**src/rtl/axi_slave_deserializer.sv**
```systemverilog
// AXI-stream byte receiver: assembles up to DATA_BYTES stream bytes (first
// byte in the least-significant slot) into one word, then holds it with
// ready=0 until local logic releases it with a one-cycle read strobe.
module axi_slave_deserializer #(
    parameter int unsigned DATA_BYTES = 8,
    parameter int unsigned BYTE_W     = 8,
    parameter int unsigned LEN_W      = 4
) (
    input  logic                         clk,
    input  logic                         reset_n,
    input  logic [BYTE_W-1:0]            data,
    input  logic                         valid,
    input  logic                         last,
    output logic                         ready,
    output logic [DATA_BYTES*BYTE_W-1:0] data_out,
    output logic                         word_valid,
    output logic [LEN_W-1:0]             word_len,
    output logic                         err_nolast,
    input  logic                         re
);

    typedef enum logic [1:0] {
        IDLE = 2'd0,
        RECV = 2'd1,
        HOLD = 2'd2
    } state_t;

    localparam logic [LEN_W-1:0] LAST_IDX = LEN_W'(DATA_BYTES - 1);

    state_t                         state, state_next;
    logic [DATA_BYTES*BYTE_W-1:0]   buffer, buffer_next;
    logic [LEN_W-1:0]               byte_cnt, byte_cnt_next;
    logic [LEN_W-1:0]               word_len_next;
    logic                           word_valid_next;
    logic                           err_nolast_next;
    logic                           ready_next;
    logic                           transfer;

    // The buffer is presented directly, so intermediate accepts are visible.
    assign data_out = buffer;
    assign transfer = (state == RECV) && valid && ready;

    // Next-state and datapath update; all outputs default to holding.
    always_comb begin
        state_next      = state;
        buffer_next     = buffer;
        byte_cnt_next   = byte_cnt;
        word_len_next   = word_len;
        word_valid_next = word_valid;
        err_nolast_next = err_nolast;

        case (state)
            IDLE: begin
                state_next = RECV;
            end
            RECV: begin
                if (transfer) begin
                    for (int unsigned i = 0; i < DATA_BYTES; i++) begin
                        if (byte_cnt == LEN_W'(i)) begin
                            buffer_next[i*BYTE_W +: BYTE_W] = data;
                        end
                    end
                    byte_cnt_next = byte_cnt + LEN_W'(1);
                    if (last || (byte_cnt == LAST_IDX)) begin
                        state_next      = HOLD;
                        word_valid_next = 1'b1;
                        word_len_next   = byte_cnt + LEN_W'(1);
                        err_nolast_next = ~last;
                    end
                end
            end
            HOLD: begin
                if (re) begin
                    state_next      = RECV;
                    word_valid_next = 1'b0;
                    err_nolast_next = 1'b0;
                    byte_cnt_next   = '0;
                    buffer_next     = '0;
                end
            end
            default: begin
                state_next = IDLE;
            end
        endcase

        // ready is registered: it reflects the state entered at this edge.
        ready_next = (state_next == RECV);
    end

    // State and datapath registers with asynchronous active-low reset.
    always_ff @(posedge clk or negedge reset_n) begin
        if (!reset_n) begin
            state      <= IDLE;
            buffer     <= '0;
            byte_cnt   <= '0;
            word_len   <= '0;
            word_valid <= 1'b0;
            err_nolast <= 1'b0;
            ready      <= 1'b0;
        end else begin
            state      <= state_next;
            buffer     <= buffer_next;
            byte_cnt   <= byte_cnt_next;
            word_len   <= word_len_next;
            word_valid <= word_valid_next;
            err_nolast <= err_nolast_next;
            ready      <= ready_next;
        end
    end

endmodule

```
**config.mk**
```make
export PLATFORM = sky130hd
export DESIGN_NAME = axi_slave_deserializer
export DESIGN_NICKNAME = d
export VERILOG_FILES = /design/src/rtl/axi_slave_deserializer.sv
export SDC_FILE = /design/constraint.sdc
export NUM_CORES = 1
export LEC_CHECK = 0
export CAP_MARGIN = 20
export CORE_MARGIN = 2
export CORE_UTILIZATION = 52
export DETAILED_ROUTE_END_ITERATION = 8
export GPL_ROUTABILITY_DRIVEN = 0
export PLACE_DENSITY_LB_ADDON = 0.08
export SYNTH_ARGS = -nofsm -noshare
export SYNTH_HDL_FRONTEND = slang
export SYNTH_SLANG_ARGS = --single-unit
```
**constraint.sdc**
```tcl
create_clock -name clk -period 4.9 [get_ports clk]
set_input_delay 0.735 -clock clk [delete_from_list [all_inputs] [get_ports clk]]
set_output_delay 0.735 -clock clk [all_outputs]
set_load 0.05 [all_outputs]
```
==> flow_summary.yaml, run 1 <==
final_layout:
  final_nets: 317
  multiInputGateArea_um2: 1274
  area_growth_pct: 31.95
  final_area_um2: 4345
  drive_gt1_frac: 0.2984
  num_antenna_cells: 0
  fillers: 424
  ff_latch_area_um2: 1927
worst_setup_path:
  crit_start: "valid"
  worstSetupPathDepth: 4
  cp_data_required_time_ps: 5120
  crit_family: "compound AO/OA/AOI/OAI gates"
  r2r_cells: 3
  slowest_delay_ps: 550
  r2r-end: "data_out[37]$_DFFE_PN0P_"
  cp_max_fo: 16
  cp-start-kind: "input port"
  critPathSlowestCell: "a22oi_2"
  reg2reg_setup_slack_ps: 2910
  crit_buf_inv: 1
  cp.arrival_ps: 2550
  crit_path_end: "data_out[37]$_DFFE_PN0P_"
  regToRegStartpoint: "state[1]$_DFF_PN0_"
  cp-end-kind: "flop"
  critPathKind: "input port to flop"
  path_cells: "clkdlybuf4s50_1, nand4b_4, a22oi_2, mux2_2"
logic_synthesis:
  post-synth-top-count-cell: "dfrtp_1"
  synth_ff_type: "dfrtp_1"
  synth_top_area_share: 0.5851
  yosysTopAreaCell: "dfrtp_1"
  syn_inst: 219
  synthArstFlopShare: 1.000
  synthTopCellsByArea: "dfrtp_1 (59%), mux2_2 (22%), a22oi_4 (3.9%)"
  ys_ff_latch: 77
  synth_edf_count: 0
  syn-num-nets: 236
  yosysUniqueCellTypes: 28
  syn_area_um2: 3293
  ys_seq_area_frac: 0.5851
  synth_common_cells: "dfrtp_1 (77), mux2_2 (65), clkbuf_1 (8)"
  avgSynthCellArea_um2: 15.04
  ys_warn_count: 0
job:
  drv_cap: 0
clocking:
  insertion_delay_ps: 340
  cts.sinks: 77
  cts_buffer_depth: 2
  post_cts_buffers: 0
  clk_pin_slew_ps: 90
  htreeDepth: 3
  numCtsBuffers: 9
  cts_root_buffer: "clkbuf_8"
  cts_resized: 0
  hold_buffers: 0
  cts_tree: "done"
floorplan:
  start_util: 0.5465
  die_y_um: 83.58
  pin_count: 84
  rows: 28
  core_area_um2: 6026
  die_area_um2: 6986
  fp.dieW_um: 83.58
drt:
  dr.first_iter.drc_count: 78
  antenna_left: 0
  dr.pass1.iters: 5
  vias: 2055
  wl_per_cell_um: 18.51
  totalWireLength_mm: 7.034
  viasPerCell: 5.408
  drc: 0
global_routing:
  overflow: 0
  grt_max_degree: 78
  grt_pass1_vias: 2122
  grt_pass1_wl_mm: 11.51
  antenna_found_initial: 0
  grt_usage: 0.2112
timing:
  fin_skew_ps: 14.34
  min_period_ps: 2335
  rsz0062_at_grt: "no"
  worst_pin_slew_ps: 943.2
  slew_viol_final: 0
  fmax_mhz: 428.2
  setup_viol: 0
  slew_headroom: 0.3712
  timing.setup.tns_ps: 0
  hold_violations: 0
  finalCritPeriodShare: 0.4766
place:
  place_area_um2: 4153
  io_buffer_count: 83
  place_hpwl_mm: 4.786
min_path:
  min_path_cells: 2
  hp-class: "flop to flop"
run_status:
  status: "complete, no violations"
-- routing by layer --
layer  part of all wire  vias to the layer above  routed length (µm)  track usage
li1                   -                      926                   -            -
met1               0.46                     1050                3212       0.2993
met2               0.45                       70                3194       0.3047
met3              0.077                        9                 542      0.07122
met4              0.012                        0                  84      0.07478
met5                  0                        -                   0            0
-- state kept, by name, summed over array words and instances (netlist names) --
register    cells
word_len        4
ready           1
byte_cnt        4
data_out       64
state           2
word_valid      1
err_nolast      1
-- placed cells by master, fill, tap and decap left out, types with 2 or more instances in the layout --
master,instances
and2_1,6
dfrtp_1,77
ha_1,4
clkbuf_1,2
clkbuf_8,10
buf_4,2
mux2_2,65
a22oi_4,6
mux2_1,2
inv_1,6
nand3b_1,4
xor2_1,2
nand3_1,3
nand2b_1,2
a22oi_2,2
or3b_1,4
o21ai_0,3
nand2_1,6
and2_0,2
clkinv_2,2
clkdlybuf4s50_1,82
mux2i_1,4
a21boi_0,2
-- layout make-up --
type                       instances  share of cell area
sequential                        77              0.4434
multi-input combinational        122              0.2931
timing repair buffer              84              0.1923
clock buffer                      12             0.03340
tap                               75             0.02160
clock inverter                     4             0.01094
inverter                           6            0.005183
-- tightest hold or removal path: stages, from the launching register on --
cell	delay, ps
dfrtp_1	360
nand2_1	50
nand2_1	50
-- worst min-delay path by stage --
| stage | start | end |
|---|---|---|
| floorplan | reset_n | byte_cnt[0]$_DFFE_PN0P_ |
| global placement | word_valid$_DFFE_PN0P_ | word_valid$_DFFE_PN0P_ |
| detailed placement | word_valid$_DFFE_PN0P_ | word_valid$_DFFE_PN0P_ |
| CTS | word_valid$_DFFE_PN0P_ | word_valid$_DFFE_PN0P_ |
| global route | word_valid$_DFFE_PN0P_ | word_valid$_DFFE_PN0P_ |
| finish | word_valid$_DFFE_PN0P_ | word_valid$_DFFE_PN0P_ |
-- kinds of logic after synthesis --
logic type | share of synthesized area
simple gates | 0.06535
flops | 0.5851
mux | 0.2413
buf+inv | 0.02811
fa+ha+maj | 0.01520
compound gates | 0.05965
xor+xnor | 0.005320
-- metrics by stage --
stage          setup slack, ps  cells  utilization  hold WS [ps]
5_1_grt                   2481    380       0.7211         508.6
4_1_cts                   2559    380       0.7211         495.7
3_3_place_gp              2266    364       0.6892         458.9
6_report                  2565    380       0.7211         489.7
3_5_place_dp              2199    364       0.6892         474.7
2_1_floorplan             3020    219            -         439.4
Power of run 1 is not shown: default switching activity piles up to over one toggle a cycle in this logic, so the estimate is an artifact.
==> run 2, diff against run 1 <==
--- a/config.mk
+++ b/config.mk
@@ -7,7 +7,7 @@
 export LEC_CHECK = 0
 export CAP_MARGIN = 20
 export CORE_MARGIN = 2
-export CORE_UTILIZATION = 52
+export CORE_UTILIZATION = 44
 export DETAILED_ROUTE_END_ITERATION = 8
 export GPL_ROUTABILITY_DRIVEN = 0
 export PLACE_DENSITY_LB_ADDON = 0.08
==> constraint.sdc (replaced) <==
create_clock -name clk -period 2.07 [get_ports clk]
set_input_delay 0.3105 -clock clk [delete_from_list [all_inputs] [get_ports clk]]
set_output_delay 0.3105 -clock clk [all_outputs]
set_load 0.05 [all_outputs]
==> flow_summary.yaml, run 2 (synthesis results as in run 1) <==
final_layout:
  area_growth_pct: 36.70
  layout_common_cells: "clkdlybuf4s50_1 (82), dfrtp_1 (77), mux2_2 (65), clkbuf_8 (9), buf_4 (8)"
  largest_register_ffs: 64
  ff_latch_area_um2: 1927
  num_antenna_cells: 0
  multiInputGateArea_um2: 1274
  finalNonFillerCells: 415
  fillers: 577
  layout_commonest_cell: "clkdlybuf4s50_1"
  utilization: 0.6207
  final_nets: 328
  drive_gt1_frac: 0.3165
clocking:
  post_cts_buffers: 0
  cts.sinks: 77
  cts_tree: "done"
  clk_pin_slew_ps: 70
  htreeDepth: 3
  insertion_delay_ps: 340
  cts_buffer_depth: 2
  numCtsBuffers: 9
  cts_root_buffer: "clkbuf_8"
drt:
  antenna_left: 0
  drc: 0
  viasPerCell: 4.937
  totalWireLength_mm: 6.915
  dr.pass1.iters: 3
  wl_per_cell_um: 16.66
  dr.first_iter.drc_count: 40
  vias: 2049
place:
  io_buffer_count: 83
  place_hpwl_mm: 4.888
  dp_cells: 398
  pre_cts_ws_ps: -30.41
floorplan:
  pin_count: 84
  core_area_um2: 7253
  start_util: 0.4540
  fp.dieW_um: 90.51
  rows: 31
  die_y_um: 90.51
  die_area_um2: 8192
timing:
  setup_viol: 0
  min_period_ps: 1935
  worst_pin_slew_ps: 539.3
  slew_viol_final: 0
  slew_headroom: 0.6393
  rsz0062_at_grt: "no"
  fmax_mhz: 516.9
  fin_skew_ps: 7.345
  finalCritPeriodShare: 0.9346
  hold_violations: 0
  setup_ws_ps: 135.3
worst_setup_path:
  crit_start: "byte_cnt[0]$_DFFE_PN0P_"
  cp-end-kind: "flop"
  critPathKind: "flop to flop"
  r2r_cells: 5
  cp.arrival_ps: 2160
  regToRegStartpoint: "byte_cnt[0]$_DFFE_PN0P_"
  cp_max_fo: 8
  cp-start-kind: "flop"
  cp_data_required_time_ps: 2290
job:
  drv_cap: 0
global_routing:
  grt_pass1_vias: 2123
  grt_usage: 0.1799
  antenna_found_initial: 0
  grt_max_degree: 45
  overflow: 0
  grt_pass1_wl_mm: 11.38
run_status:
  status: "complete, no violations"
min_path:
  hp-class: "input port to async pin"
==> run 2: path summary, 6_finish.rpt <==
kind,end,slack [ps]
worst min-delay path,data_out[3]$_DFFE_PN0P_,460
min in group clk,word_valid$_DFFE_PN0P_,490
worst max-delay path,data_out[19]$_DFFE_PN0P_,140
worst min register to register,word_valid$_DFFE_PN0P_,490
max in group asynchronous,data_out[43]$_DFFE_PN0P_,1030
worst max register to register,data_out[19]$_DFFE_PN0P_,140
==> run 2: routing by layer <==
metal / wire length [µm] / part of all wire / GRT usage / vias to the layer above
met3: 450 / 0.065 / 0.07095 / 8
met1: 3066 / 0.44 / 0.2347 / 1038
li1: - / - / - / 949
met4: 68 / 0.0098 / 0.04231 / 0
met5: 0 / 0 / 0 / -
met2: 3330 / 0.48 / 0.2836 / 54
==> run 2: layout make-up <==
type                       count  share of cell area
tap                           99             0.02752
sequential                    77              0.4280
inverter                       6            0.005003
clock buffer                  12             0.03002
timing repair buffer          95              0.2157
multi-input combinational    122              0.2829
clock inverter                 4             0.01084
==> run 2: stage by stage <==
| step | cell area, µm² | hold slack (ps) | setup TNS, ps |
|---|---|---|---|
| after global placement | 4308 | 290.6 | -10.99 |
| after detailed placement | 4308 | 293.9 | -253.6 |
| after global routing | 4502 | 494.7 | 0 |
| final | 4502 | 456.2 | 0 |
| after floorplan | 3293 | 14.91 | 0 |
| after CTS | 4502 | 462.6 | 0 |
==> run 2: repair_timing <==
| item | 4_1_cts | 5_1_grt |
|---|---|---|
| hold buffers | 1 | 0 |
| endpoints found under the hold margin | 33 | 0 |
| gates resized for setup | 0 | 0 |
==> run 2: worst max-delay path: stages, from the launching register on <==
cell and delay (ps):
dfrtp_1 430, inv_1 120, ha_1 190, or3b_1 400, a22oi_4 310, mux2_2 380
Power of run 2 is left out for the same reason.
==> run 3, diff against run 2 <==
--- a/config.mk
+++ b/config.mk
@@ -6,10 +6,11 @@
 export NUM_CORES = 1
 export LEC_CHECK = 0
 export CAP_MARGIN = 20
+export CELL_PAD_IN_SITES_DETAIL_PLACEMENT = 1
+export CELL_PAD_IN_SITES_GLOBAL_PLACEMENT = 2
 export CORE_MARGIN = 2
-export CORE_UTILIZATION = 44
+export CORE_UTILIZATION = 30
 export DETAILED_ROUTE_END_ITERATION = 8
-export GPL_ROUTABILITY_DRIVEN = 0
 export PLACE_DENSITY_LB_ADDON = 0.08
 export SYNTH_ARGS = -nofsm -noshare
 export SYNTH_HDL_FRONTEND = slang
==> flow_summary.yaml, run 3 (synthesis results as in run 1) <==
global_routing:
  grt_usage: 0.1500
  globalRouteMet2Util: 0.2482
  use_met3: 0.05619
  grt_max_degree: 47
  grt_pass1_wl_mm: 13.07
  grt_pass1_vias: 2349
  grt_use_met1: 0.1825
  busiest_layer: "met2"
  overflow: 0
  antenna_found_initial: 0
floorplan:
  pin_count: 84
  core_area_um2: 10790
  rows: 38
  die_area_um2: 11830
  fp.dieW_um: 108.8
  die_y_um: 108.8
  start_util: 0.3051
clocking:
  clk_pin_slew_ps: 80
  cts.sinks: 77
  cts_resized: 0
  htreeDepth: 3
  cts_tree: "done"
  cts_buffer_depth: 2
  numCtsBuffers: 9
  cts_root_buffer: "clkbuf_8"
  insertion_delay_ps: 350
final_layout:
  layout_common_cells: "clkdlybuf4s50_1 (82), dfrtp_1 (77), mux2_2 (65), clkbuf_8 (11), buf_4 (9)"
  final_area_um2: 4631
  num_antenna_cells: 0
  layout_commonest_cell: "clkdlybuf4s50_1"
  largest_register_ffs: 64
  fillers: 1111
  drive_gt1_frac: 0.3302
  utilization: 0.4291
  final_nets: 330
  area_growth_pct: 40.62
worst_setup_path:
  cp_max_fo: 8
  path_cells: "inv_1, ha_1, or3b_1, a22oi_4, mux2_2"
  cp-start-kind: "flop"
  critPathSlowestCell: "dfrtp_1"
  cp-end-kind: "flop"
  cp_data_required_time_ps: 2300
  critPathKind: "flop to flop"
  slowest_delay_ps: 440
  cp.arrival_ps: 2150
  regToRegStartpoint: "byte_cnt[0]$_DFFE_PN0P_"
  crit_start: "byte_cnt[0]$_DFFE_PN0P_"
timing:
  fin_skew_ps: 15.10
  slew_headroom: 0.6323
  min_period_ps: 1919
  fmax_mhz: 521.0
  slew_viol_final: 0
  rsz0062_at_grt: "no"
  hold_violations: 0
  worst_pin_slew_ps: 549.8
  setup_ws_ps: 150.6
  finalCritPeriodShare: 0.9272
  setup_viol: 0
  timing.setup.tns_ps: 0
drt:
  drc: 0
  dr.first_iter.drc_count: 46
  antenna_left: 0
  vias: 2096
  dr.pass1.iters: 4
  totalWireLength_mm: 8.165
  wl_per_cell_um: 17.83
  viasPerCell: 4.576
min_path:
  hp-class: "input port to async pin"
run_status:
  status: "complete, no violations"
place:
  routabilityCongestion: 0.6778
  place_area_um2: 4387
  io_buffer_count: 83
  place_hpwl_mm: 5.736
  pre_cts_ws_ps: -53.73
job:
  drv_cap: 0
## run 3: changes by cell type in the layout (fill, tap and decap cells not counted)
cell / change
buf_4: +1
bufinv_16: +1
clkinv_4: +1
clkbuf_1: -3
buf_12: +1
clkbuf_8: +2
clkinv_2: -1
## run 3: cell type report
class	count	area, µm²	area share
clock buffers	11	151.4	0.03269
clock inverters	5	82.58	0.01783
flip-flops and latches	77	1927	0.4161
repair buffers	97	998.5	0.2156
well taps	140	175.2	0.03783
inverters	6	22.52	0.004864
multi-input cells	122	1274	0.2751
## run 3: final timing paths
check | end | slack (ps) | cells past startpoint
max | data_out[5]$_DFFE_PN0P_ | 150 | 5
min | data_out[29]$_DFFE_PN0P_ | 440 | 2
max reg2reg | data_out[5]$_DFFE_PN0P_ | 150 | 5
min reg2reg | word_valid$_DFFE_PN0P_ | 480 | 2
max in group asynchronous | byte_cnt[0]$_DFFE_PN0P_ | 1000 | 3
min in group clk | word_valid$_DFFE_PN0P_ | 480 | 2
## run 3: per-layer routing
metal / up-vias / routed length, µm
met2: 45 / 4125
li1: 947 / -
met1: 1095 / 3519
met4: 0 / 90
met5: - / 0
met3: 9 / 429
## run 3: through the flow
| stage | hold WS, ps | instances |
|---|---|---|
| after CTS | 453.3 | 458 |
| after floorplan | 14.91 | 219 |
| after global placement | 283.7 | 441 |
| after global routing | 463.7 | 458 |
| final | 443.6 | 458 |
| after detailed placement | 292.6 | 441 |
## run 3: timing repair
action,CTS,global route
buffers inserted,0,0
hold buffers,1,0
endpoints found under the hold margin,31,0
## run 3: worst max-delay path, delay by kind of cell (launching register included)
| family | cells | cell delay, ps |
|---|---|---|
| AND/OR/NAND/NOR | 1 | 390 |
| flip-flops | 1 | 440 |
| multiplexers | 1 | 380 |
| buffers and inverters | 1 | 130 |
| AO/OA/AOI/OAI | 1 | 290 |
| adder cells (fa/ha/maj) | 1 | 180 |
Power of run 3 is left out for the same reason.
